**config.mk**
```make
export PLATFORM = sky130hd
export DESIGN_NAME = mem_port_arbiter
export DESIGN_NICKNAME = d
export VERILOG_FILES = /design/src/rtl/mem_port_arbiter.sv
export SDC_FILE = /design/constraint.sdc
export NUM_CORES = 1
export LEC_CHECK = 0
export CAP_MARGIN = 20
export CORE_MARGIN = 5
export CORE_UTILIZATION = 43
export DETAILED_ROUTE_END_ITERATION = 8
export PLACE_DENSITY = 0.89
export SETUP_SLACK_MARGIN = 0.05
export SYNTH_ARGS = -nofsm -noshare
export SYNTH_HDL_FRONTEND = slang
export SYNTH_SLANG_ARGS = --single-unit
```
**constraint.sdc**
```tcl
create_clock -name clk_i -period 2.4 [get_ports clk_i]
set_clock_uncertainty 0.2 [all_clocks]
set_input_delay 0.36 -clock clk_i [delete_from_list [all_inputs] [get_ports clk_i]]
set_output_delay 0.36 -clock clk_i [all_outputs]
set_load 0.01 [all_outputs]
```
**src/rtl/mem_port_arbiter.sv**
```systemverilog
// Shares one single-port memory between instruction fetch and data access.
// Data wins arbitration, with a bounded fetch-starvation streak and a sticky watchdog abort.
module mem_port_arbiter #(
  parameter int              AW           = 32,
  parameter int              DW           = 32,
  parameter int              MAX_D_STREAK = 4,
  parameter int              TIMEOUT      = 64,
  parameter logic [DW-1:0]   ERR_DATA     = '0
) (
  input  logic          clk_i,
  input  logic          rst_n_i,
  input  logic          if_req_i,
  input  logic [AW-1:0] if_addr_i,
  output logic [DW-1:0] if_rdata_o,
  output logic          if_done_o,
  input  logic          d_req_i,
  input  logic          d_we_i,
  input  logic [AW-1:0] d_addr_i,
  input  logic [DW-1:0] d_wdata_i,
  output logic [DW-1:0] d_rdata_o,
  output logic          d_done_o,
  output logic          mem_req_o,
  output logic          mem_we_o,
  output logic [AW-1:0] mem_addr_o,
  output logic [DW-1:0] mem_wdata_o,
  input  logic [DW-1:0] mem_rdata_i,
  input  logic          mem_ready_i,
  output logic          stall_o,
  output logic          timeout_o
);

  // state   | meaning
  // IDLE    | no transaction outstanding, arbitrating
  // BUSY_D  | data load/store outstanding
  // BUSY_IF | instruction fetch outstanding
  localparam logic [1:0] IDLE    = 2'd0;
  localparam logic [1:0] BUSY_D  = 2'd1;
  localparam logic [1:0] BUSY_IF = 2'd2;

  localparam int ST_W = (MAX_D_STREAK > 0) ? $clog2(MAX_D_STREAK + 1) : 1;
  localparam int WD_W = (TIMEOUT > 1) ? $clog2(TIMEOUT) : 1;

  logic [1:0]      state;
  logic [ST_W-1:0] streak;
  logic [WD_W-1:0] wd_cnt;
  logic            if_elig;
  logic            d_elig;
  logic            streak_at_max;
  logic            streak_full;
  logic            grant_d;
  logic            grant_if;
  logic            wd_expire;

  // A requester is not eligible in its own done cycle: its req is still the old one.
  assign if_elig       = if_req_i & ~if_done_o;
  assign d_elig        = d_req_i & ~d_done_o;
  assign streak_at_max = (streak == ST_W'(MAX_D_STREAK));
  assign streak_full   = (MAX_D_STREAK != 0) && streak_at_max;
  assign grant_d       = (state == IDLE) && d_elig && !(if_elig && streak_full);
  assign grant_if      = (state == IDLE) && !grant_d && if_elig;
  assign wd_expire     = (TIMEOUT != 0) && (wd_cnt == WD_W'(TIMEOUT - 1));
  assign stall_o       = (if_req_i & ~if_done_o) | (d_req_i & ~d_done_o);

  always_ff @(posedge clk_i or negedge rst_n_i) begin
    if (!rst_n_i) begin
      state       <= IDLE;
      streak      <= '0;
      wd_cnt      <= '0;
      mem_req_o   <= 1'b0;
      mem_we_o    <= 1'b0;
      mem_addr_o  <= '0;
      mem_wdata_o <= '0;
      if_done_o   <= 1'b0;
      d_done_o    <= 1'b0;
      if_rdata_o  <= '0;
      d_rdata_o   <= '0;
      timeout_o   <= 1'b0;
    end else begin
      if_done_o <= 1'b0;
      d_done_o  <= 1'b0;
      case (state)
        IDLE: begin
          if (grant_d) begin
            state       <= BUSY_D;
            mem_req_o   <= 1'b1;
            mem_we_o    <= d_we_i;
            mem_addr_o  <= d_addr_i;
            mem_wdata_o <= d_wdata_i;
            wd_cnt      <= '0;
            if (!if_elig) streak <= '0;
            else if (!streak_at_max) streak <= streak + 1'b1;
          end else if (grant_if) begin
            state       <= BUSY_IF;
            mem_req_o   <= 1'b1;
            mem_we_o    <= 1'b0;
            mem_addr_o  <= if_addr_i;
            mem_wdata_o <= '0;
            wd_cnt      <= '0;
            streak      <= '0;
          end
        end
        BUSY_D, BUSY_IF: begin
          // A ready arriving on the last watchdog cycle still completes normally.
          if (mem_ready_i) begin
            state     <= IDLE;
            mem_req_o <= 1'b0;
            if (state == BUSY_D) begin
              d_done_o <= 1'b1;
              if (!mem_we_o) d_rdata_o <= mem_rdata_i;
            end else begin
              if_done_o  <= 1'b1;
              if_rdata_o <= mem_rdata_i;
            end
          end else if (wd_expire) begin
            state     <= IDLE;
            mem_req_o <= 1'b0;
            timeout_o <= 1'b1;
            if (state == BUSY_D) begin
              d_done_o  <= 1'b1;
              d_rdata_o <= ERR_DATA;
            end else begin
              if_done_o  <= 1'b1;
              if_rdata_o <= ERR_DATA;
            end
          end else begin
            wd_cnt <= wd_cnt + 1'b1;
          end
        end
        default: state <= IDLE;
      endcase
    end
  end

endmodule

```
==> impl_metrics.tcl, run 1 <==
set metrics [dict create \
    status "complete, no violations" \
    die_w_um 130 \
    track_usage 0.220 \
    irDropWorstVdd_mv 0.601 \
    syn_nets 639 \
    floorplan.initialDensity 0.434 \
    power.density_nw_per_um2 1380 \
    r2r_setup_slack_ns 0.18 \
    io_pins 268 \
    antenna_found_initial 0 \
    finalCritPeriodShare 0.939 \
    drive_above_1_share 0.0903 \
    max_slew_margin 0.574 \
    cts_resized 0 \
    fin_total_pwr_uw 13500 \
    multi_input_area_um2 2350 \
    synth_seq_cells 144 \
    synthToLayoutAreaGrowth_pct 56.5 \
    post_cts_buffers 0 \
    path_delay_family "buffers and inverters" \
    synth-edff-count 0 \
    critPathKind "reg2out" \
    yosysMostFrequentCell "dfrtp_1" \
    num_rows 44 \
    seq_area_um2 3600 \
    hold_path.class "in2async" \
    via_count 5317 \
    ys_warn_count 0 \
    insertion_delay_ns 0.41 \
    path_cells "nand2b_4 > nand2_1 > clkdlybuf4s50_1" \
    synthCells 500 \
    yosysUniqueCellTypes 46 \
    critical_path.slowest_cell "clkdlybuf4s50_1" \
    postRouteAntennaNets 0 \
    final_area_um2 9750 \
    hpwlAfterDp_mm 14.2 \
    wirelength_mm 19.1 \
    drtPass1Iterations 5 \
    fill_cells 979 \
    drv_slew 0 \
    grt_max_degree 57 \
    fin_nets 902 \
    num_antenna_cells 0 \
    clk_pin_slew_worst_paths_ns 0.06 \
    place_area_um2 9120 \
    yosysTopAreaCell "dfrtp_1" \
    max_stage_delay_ns 0.56 \
    grt_setup_unrepaired "no" \
    synthFlopType "dfrtp_1" \
    cts.sinks 144 \
    start_kind "flop" \
    cts_buffers 17 \
    avgSynthCellArea_um2 12.5 \
    core_area_um2 14400 \
    grt_pass1_wl_mm 29.2 \
    p_leak_uw 0.00431 \
    final_util 0.679 \
    ys_top_cells_by_count "dfrtp_1, a22o_1, nand2_1, mux2i_1, o21ai_1" \
    wl_per_cell_um 19.9 \
    crit_buf_inv 1 \
    clock.fmax_mhz 444 \
    die_h_um 130 \
    yosysSeqAreaShare 0.578 \
    clock_path_buffers 2 \
    syn_area_um2 6230 \
    fin_setup_tns_ns 0 \
    setup-violations-final 0 \
    end_kind "output port" \
    crit_required_ns 1.84 \
    port_buffers 267 \
    drc 0 \
    htreeDepth 4 \
    async_flop_share 1.00 \
    timing.hold.ws_ns 0.292 \
    cp.arrival_ns 1.69 \
    die-area_um2 17000 \
    worst_pin_slew_ns 0.637 \
    gp_congestion 0.851 \
    finalCriticalPeriod_ns 2.25 \
    cp_max_fo 6 \
    cts_tree "built" \
    root_buffer "clkbuf_16" \
    grt_pass1_vias 5575 \
    hold_violations 0 \
    avgViaCountPerCell 5.54 \
    drtIter0Drc 269 \
    synth_top_area_share 0.578 \
    yosys-top-cells-area "dfrtp_1, a22o_1, mux2i_1, nand2_1, o21ai_1" \
    gr-total-overflow 0 \
    cap_viol_max_count 0 \
]
-- registers in the layout (all words and copies together) (netlist names) --
register and cells:
if_done_o 1, if_rdata_o 32, mem_we_o 1, mem_addr_o 32, d_done_o 1, timeout_o 1, mem_req_o 1, wd_cnt 6
d_rdata_o 32, streak 3, mem_wdata_o 32, state 2
-- stage by stage --
stage | worst slack (ns) | cells
final | 0.147 | 959
after global placement | 0.183 | 927
after detailed placement | 0.172 | 927
after floorplan | 0.528 | 500
after global routing | 0.0733 | 959
after CTS | 0.134 | 959
-- timing repair --
item                                    4_1_cts  5_1_grt
endpoints found under the setup margin        0        0
endpoints found under the hold margin        53        0
hold buffers                                  1        0
-- layout by cell type, fill, tap and decap left out, types with 2 or more instances in the layout --
master,n
a21oi_1,2
a22o_1,131
a22o_2,2
and2b_1,2
and3_1,2
buf_12,8
buf_4,11
bufinv_16,3
clkbuf_16,17
clkbuf_8,3
clkdlybuf4s50_1,266
clkinv_4,2
clkinvlp_4,2
dfrtp_1,144
ha_1,5
inv_1,5
inv_6,3
mux2_2,2
mux2i_1,34
nand2_1,43
nand2b_1,6
nand3_2,2
nor2_1,4
nor2b_1,2
nor3_1,5
o211ai_1,2
o21ai_0,7
o21ai_1,31
o21ai_4,2
-- cells by family after synthesis --
logic type,Yosys count,synth area share
AO/OA/AOI/OAI,186,0.240
flip-flops,144,0.578
AND/OR/NAND/NOR,81,0.0673
buffers and inverters,48,0.0466
multiplexers,36,0.0582
adder cells (fa/ha/maj),5,0.0100
-- final timing paths --
kind	startpoint	endpoint	cells after the start
hold reg to reg	mem_addr_o[18]	mem_addr_o[18]	2
max in group asynchronous	rst_n_i	d_rdata_o[7]	3
setup reg to reg	wd_cnt[0]	d_rdata_o[2]	5
setup / recovery	if_done_o	stall_o	3
min in group clk_i	mem_addr_o[18]	mem_addr_o[18]	2
hold / removal	rst_n_i	if_rdata_o[23]	2
-- final cells by class --
class	instances	area share
repair buffers	287	0.300
flip-flops and latches	144	0.369
well taps	184	0.0236
inverters	5	0.00192
clock inverters	11	0.0158
multi-input cells	308	0.241
clock buffers	20	0.0479
-- report_power, final --
group	total, uW	internal, uW	switching, uW
Sequential	4330	3550	779
Clock	2770	1730	1040
Combinational	6380	3570	2810
Total	13500	8850	4630
-- metal layers --
layer  vias to the layer above  global-route usage  routed length (um)
li1                       2404                   -                   -
met1                      2618               0.257                7160
met2                       263               0.383                9780
met3                        32              0.0663                1680
met4                         0              0.0823                 440
met5                         -                   0                   0
No activity file was read; power rests on OpenSTA's default activity.
==> run 2, diff against run 1 <==
--- a/config.mk
+++ b/config.mk
@@ -6,7 +6,7 @@
 export NUM_CORES = 1
 export LEC_CHECK = 0
 export CAP_MARGIN = 20
-export CORE_MARGIN = 5
+export CORE_MARGIN = 2
 export CORE_UTILIZATION = 43
 export DETAILED_ROUTE_END_ITERATION = 8
 export PLACE_DENSITY = 0.89
==> run 2 against run 1 <==
First-iteration DRC count increased by 78%. Register-to-register slack better by 0.03 ns. Hold slack got worse by 0.12 ns. Power down 3.0%. Sequential power is essentially flat. Global-route usage rose by 1.5 points. Clock power decreased by 7.6%. Routed wire length shrank 5.5%. Critical endpoint unchanged. Via count is 1.0% lower. Utilization is 0.75 points higher.
==> impl_metrics.tcl, run 2 (same netlist as run 1, synthesis figures left out) <==
set metrics [dict create \
    status "complete, no violations" \
    gp_congestion 0.891 \
    hold_path.class "in2async" \
    fin_nets 897 \
    hpwlAfterDp_mm 13.0 \
    wirelength_mm 18.0 \
    antenna_found_initial 0 \
    crit_required_ns 1.84 \
    via_count 5263 \
    p_sw_frac 0.345 \
    fin_setup_tns_ns 0 \
    switchingPower_uw 4510 \
    postRouteAntennaNets 0 \
    mostFrequentLayoutCells "clkdlybuf4s50_1, dfrtp_1, a22o_1" \
    finalCritPeriodShare 0.927 \
    p_leak_uw 0.00425 \
    drv_slew 0 \
    root_buffer "clkbuf_16" \
    grt_setup_unrepaired "no" \
    die_w_um 124 \
    irDropWorstVdd_mv 0.645 \
    cts.sinks 144 \
    p_int_uw 8560 \
    die_h_um 124 \
    critPathKind "reg2out" \
    num_antenna_cells 0 \
    synthToLayoutAreaGrowth_pct 54.7 \
    pwr-share-comb 0.474 \
    cts_buffers 17 \
    floorplan.initialDensity 0.444 \
    gr-total-overflow 0 \
    fill_cells 973 \
    finalCriticalPeriod_ns 2.22 \
    setup-violations-final 0 \
    grt_pass1_vias 5443 \
    final_common_cell "clkdlybuf4s50_1" \
    power_frac_clock 0.196 \
    grt_max_degree 87 \
    clock_path_buffers 2 \
    drive_above_1_share 0.0857 \
    clk_pin_slew_worst_paths_ns 0.06 \
    cts_tree "built" \
    wl_per_cell_um 19.0 \
    worst_pin_slew_ns 0.693 \
    core_area_um2 14000 \
    avgViaCountPerCell 5.54 \
    hold_violations 0 \
    num_rows 43 \
    track_usage 0.235 \
    htreeDepth 4 \
    end_kind "output port" \
    port_buffers 267 \
    cp_max_fo 4 \
    power.density_nw_per_um2 1360 \
    die-area_um2 15500 \
    grt_pass1_wl_mm 29.1 \
    start_kind "flop" \
    drc 0 \
    drtPass1Iterations 5 \
    final_area_um2 9640 \
    insertion_delay_ns 0.41 \
    io_pins 268 \
    clock.fmax_mhz 450 \
    cp.arrival_ns 1.66 \
    place_area_um2 9050 \
    max_slew_margin 0.536 \
    seqPwrFrac 0.330 \
    drtIter0Drc 479 \
    cap_viol_max_count 0 \
]
## run 2: final cells by class
type	instances	area [um2]	area share
clock buffer	17	425	0.0441
multi-input combinational	308	2360	0.244
sequential	144	3600	0.374
clock inverter	14	144	0.0149
tap	180	225	0.0234
timing repair buffer	282	2860	0.297
inverter	5	18.8	0.00195
## run 2: final timing paths
kind | from | endpoint | slack, ns | depth (start not counted)
hold / removal | rst_n_i | if_rdata_o[29] | 0.17 | 2
setup reg to reg | wd_cnt[0] | d_rdata_o[22] | 0.21 | 5
hold reg to reg | mem_addr_o[29] | mem_addr_o[29] | 0.28 | 2
max in group asynchronous | rst_n_i | mem_wdata_o[29] | 1.08 | 3
min in group clk_i | mem_addr_o[29] | mem_addr_o[29] | 0.28 | 2
setup / recovery | d_done_o | stall_o | 0.18 | 3
## run 2: power by group through the flow
stage / clock [uW] / sequential [uW] / combinational (uW)
6_report: 2560 / 4320 / 6200
2_1_floorplan: 0 / 4680 / 2720
3_5_place_dp: 0 / 4320 / 6210
3_3_place_gp: 0 / 4260 / 5990
4_1_cts: 2610 / 4320 / 6270
5_1_grt: 2720 / 4460 / 6630
## run 2: metrics by stage
step	hold slack [ns]	setup WS (ns)	util	power (uW)	std cells
6_report	0.175	0.176	0.686	13100	950
5_1_grt	0.173	0.0637	0.686	13800	950
4_1_cts	0.165	0.119	0.686	13200	950
3_5_place_dp	0.0264	0.125	0.645	10500	918
3_3_place_gp	0.0172	0.180	0.645	10300	918
2_1_floorplan	-0.136	0.528	-	7400	500
## run 2: per-layer routing
metal	wire [um]	vias to the layer above	global-route usage	share of wire
li1	-	2397	-	-
met1	6880	2558	0.278	0.38
met5	0	-	0	0
met3	1510	33	0.0709	0.084
met4	473	0	0.0939	0.026
met2	9140	275	0.400	0.51
## run 2: timing repair
action | 4_1_cts | 5_1_grt
endpoints found under the hold margin | 94 | 0
hold buffers | 1 | 0
buffers inserted | 0 | 0
setup endpoints to repair | 0 | 1
gates resized for setup | 0 | 1
## run 2: worst max-delay path: stages (launching register included)
cell             delay, ns
dfrtp_1               0.39
nand2b_1              0.19
nand2_2               0.12
clkdlybuf4s50_1       0.54
==> run 3, diff against run 2 <==
--- a/config.mk
+++ b/config.mk
@@ -5,11 +5,12 @@
 export SDC_FILE = /design/constraint.sdc
 export NUM_CORES = 1
 export LEC_CHECK = 0
+export ABC_CLOCK_PERIOD_IN_PS = 2400
 export CAP_MARGIN = 20
 export CORE_MARGIN = 2
-export CORE_UTILIZATION = 43
+export CORE_UTILIZATION = 26
 export DETAILED_ROUTE_END_ITERATION = 8
-export PLACE_DENSITY = 0.89
+export PLACE_DENSITY = 0.62
 export SETUP_SLACK_MARGIN = 0.05
 export SYNTH_ARGS = -nofsm -noshare
 export SYNTH_HDL_FRONTEND = slang
==> run 3 against run 2 <==
Cell count rose by 15%. Maximum frequency fell by 0.49%. Critical endpoint unchanged. Highest routed layer unchanged. Global-route usage decreased by 8.8 points. Critical path depth stayed put. Sequential power is 0.9% lower. Utilization shrank 26 points. Critical path type unchanged. Clock-buffer cell count up 2.
==> impl_metrics.tcl, run 3 (same netlist as run 1, synthesis figures left out) <==
set metrics [dict create \
    cts_buffers 17 \
    hpwlAfterDp_mm 13.0 \
    cts_tree "built" \
    timing.hold.ws_ns 0.266 \
    place_area_um2 9320 \
    critPathKind "reg2out" \
    die-area_um2 25200 \
    power_frac_clock 0.210 \
    die_w_um 159 \
    drtPass1Iterations 4 \
    io_pins 268 \
    fin_nets 902 \
    root_buffer "clkbuf_16" \
    reg2reg_to "d_rdata_o[19]" \
    pwr-share-comb 0.471 \
    start_kind "flop" \
    switchingPower_uw 4550 \
    postRouteAntennaNets 0 \
    gr-total-overflow 0 \
    grt_pass1_wl_mm 29.6 \
    clk_pin_slew_worst_paths_ns 0.07 \
    wirelength_mm 18.4 \
    end_kind "output port" \
    finalCriticalPeriod_ns 2.24 \
    drc 0 \
    cap_viol_max_count 0 \
    power.density_nw_per_um2 1350 \
    grt_max_degree 50 \
    grt_pass1_vias 5325 \
    htreeDepth 4 \
    gp_congestion 0.752 \
    hold_violations 0 \
    final_common_cell "clkdlybuf4s50_1" \
    grt_setup_unrepaired "no" \
    mostFrequentLayoutCells "clkdlybuf4s50_1, dfrtp_1, a22o_1" \
    p_sw_frac 0.340 \
    die_h_um 159 \
    drtIter0Drc 181 \
    synthToLayoutAreaGrowth_pct 59.7 \
    cp_max_fo 4 \
    fin_total_pwr_uw 13400 \
    final_area_um2 9950 \
    post_cts_buffers 0 \
    final_util 0.424 \
    p_leak_uw 0.00432 \
    clock_path_buffers 2 \
    floorplan.initialDensity 0.265 \
    irDropWorstVdd_mv 0.503 \
    finalCritPeriodShare 0.931 \
    wl_per_cell_um 16.8 \
    seqPwrFrac 0.319 \
    insertion_delay_ns 0.41 \
    drv_slew 0 \
    cts.sinks 144 \
    cp.arrival_ns 1.68 \
    core_area_um2 23500 \
    r2r-start "wd_cnt[0]" \
    p_int_uw 8840 \
    status "complete, no violations" \
    clock.fmax_mhz 447 \
    hold_path.class "in2async" \
    track_usage 0.147 \
    crit_required_ns 1.84 \
    avgViaCountPerCell 4.65 \
    num_antenna_cells 0 \
    setup-violations-final 0 \
    r2r_setup_slack_ns 0.36 \
    via_count 5097 \
    fin_setup_tns_ns 0 \
    max_slew_margin 0.667 \
    r2r_cells 6 \
    worst_pin_slew_ns 0.500 \
    drive_above_1_share 0.0915 \
    port_buffers 267 \
    antenna_found_initial 0 \
    num_rows 56 \
]
[run 3: worst max-delay path, cell delays in order (launching register included)]
cell	delay [ns]
dfrtp_1	0.40
nand2b_1	0.20
nand2_2	0.13
clkdlybuf4s50_1	0.54
[run 3: worst max path at each step]
stage | start | end | slack (ns) | cells after the start
finish | d_done_o | stall_o | 0.16 | 3
CTS | d_done_o | stall_o | 0.09 | 3
global route | d_done_o | stall_o | 0.08 | 3
detailed placement | if_req_i | stall_o | 0.16 | 4
global placement | if_req_i | stall_o | 0.17 | 4
floorplan | state[0] | if_rdata_o[0] | 0.53 | 8
[run 3: final cells by class]
type,count,area [um2]
tap,319,399
clock buffer,19,443
timing repair buffer,287,2950
clock inverter,13,178
sequential,144,3600
inverter,5,18.8
multi-input combinational,308,2360
fill,2265,13500
[run 3: what timing repair did]
item | 4_1_cts | 5_1_grt
setup endpoints to repair | 0 | 1
endpoints found under the hold margin | 46 | 0
hold buffers | 1 | 0
gates resized for setup | 0 | 1
[run 3: power by group through the flow]
stage                     Combinational (uW)  Clock (uW)  Sequential, uW
after floorplan                         2720           0            4680
after global placement                  6330           0            4270
after detailed placement                6390           0            4290
after CTS                               6400        2890            4280
after global routing                    6810        2980            4440
final                                   6310        2810            4280
[run 3: per-stage QoR]
| stage | setup WS (ns) | instances |
|---|---|---|
| after global routing | 0.0788 | 1095 |
| after CTS | 0.0907 | 1095 |
| after floorplan | 0.528 | 500 |
| after detailed placement | 0.165 | 1062 |
| after global placement | 0.167 | 1062 |
| final | 0.165 | 1095 |
[run 3: per-layer routing]
layer  track usage  part of all wire  vias to the layer above
met2         0.238              0.46                      217
met5             0                 0                        -
met1         0.182              0.44                     2471
li1              -                 -                     2401
met4        0.0346            0.0079                        0
met3        0.0624             0.091                        8
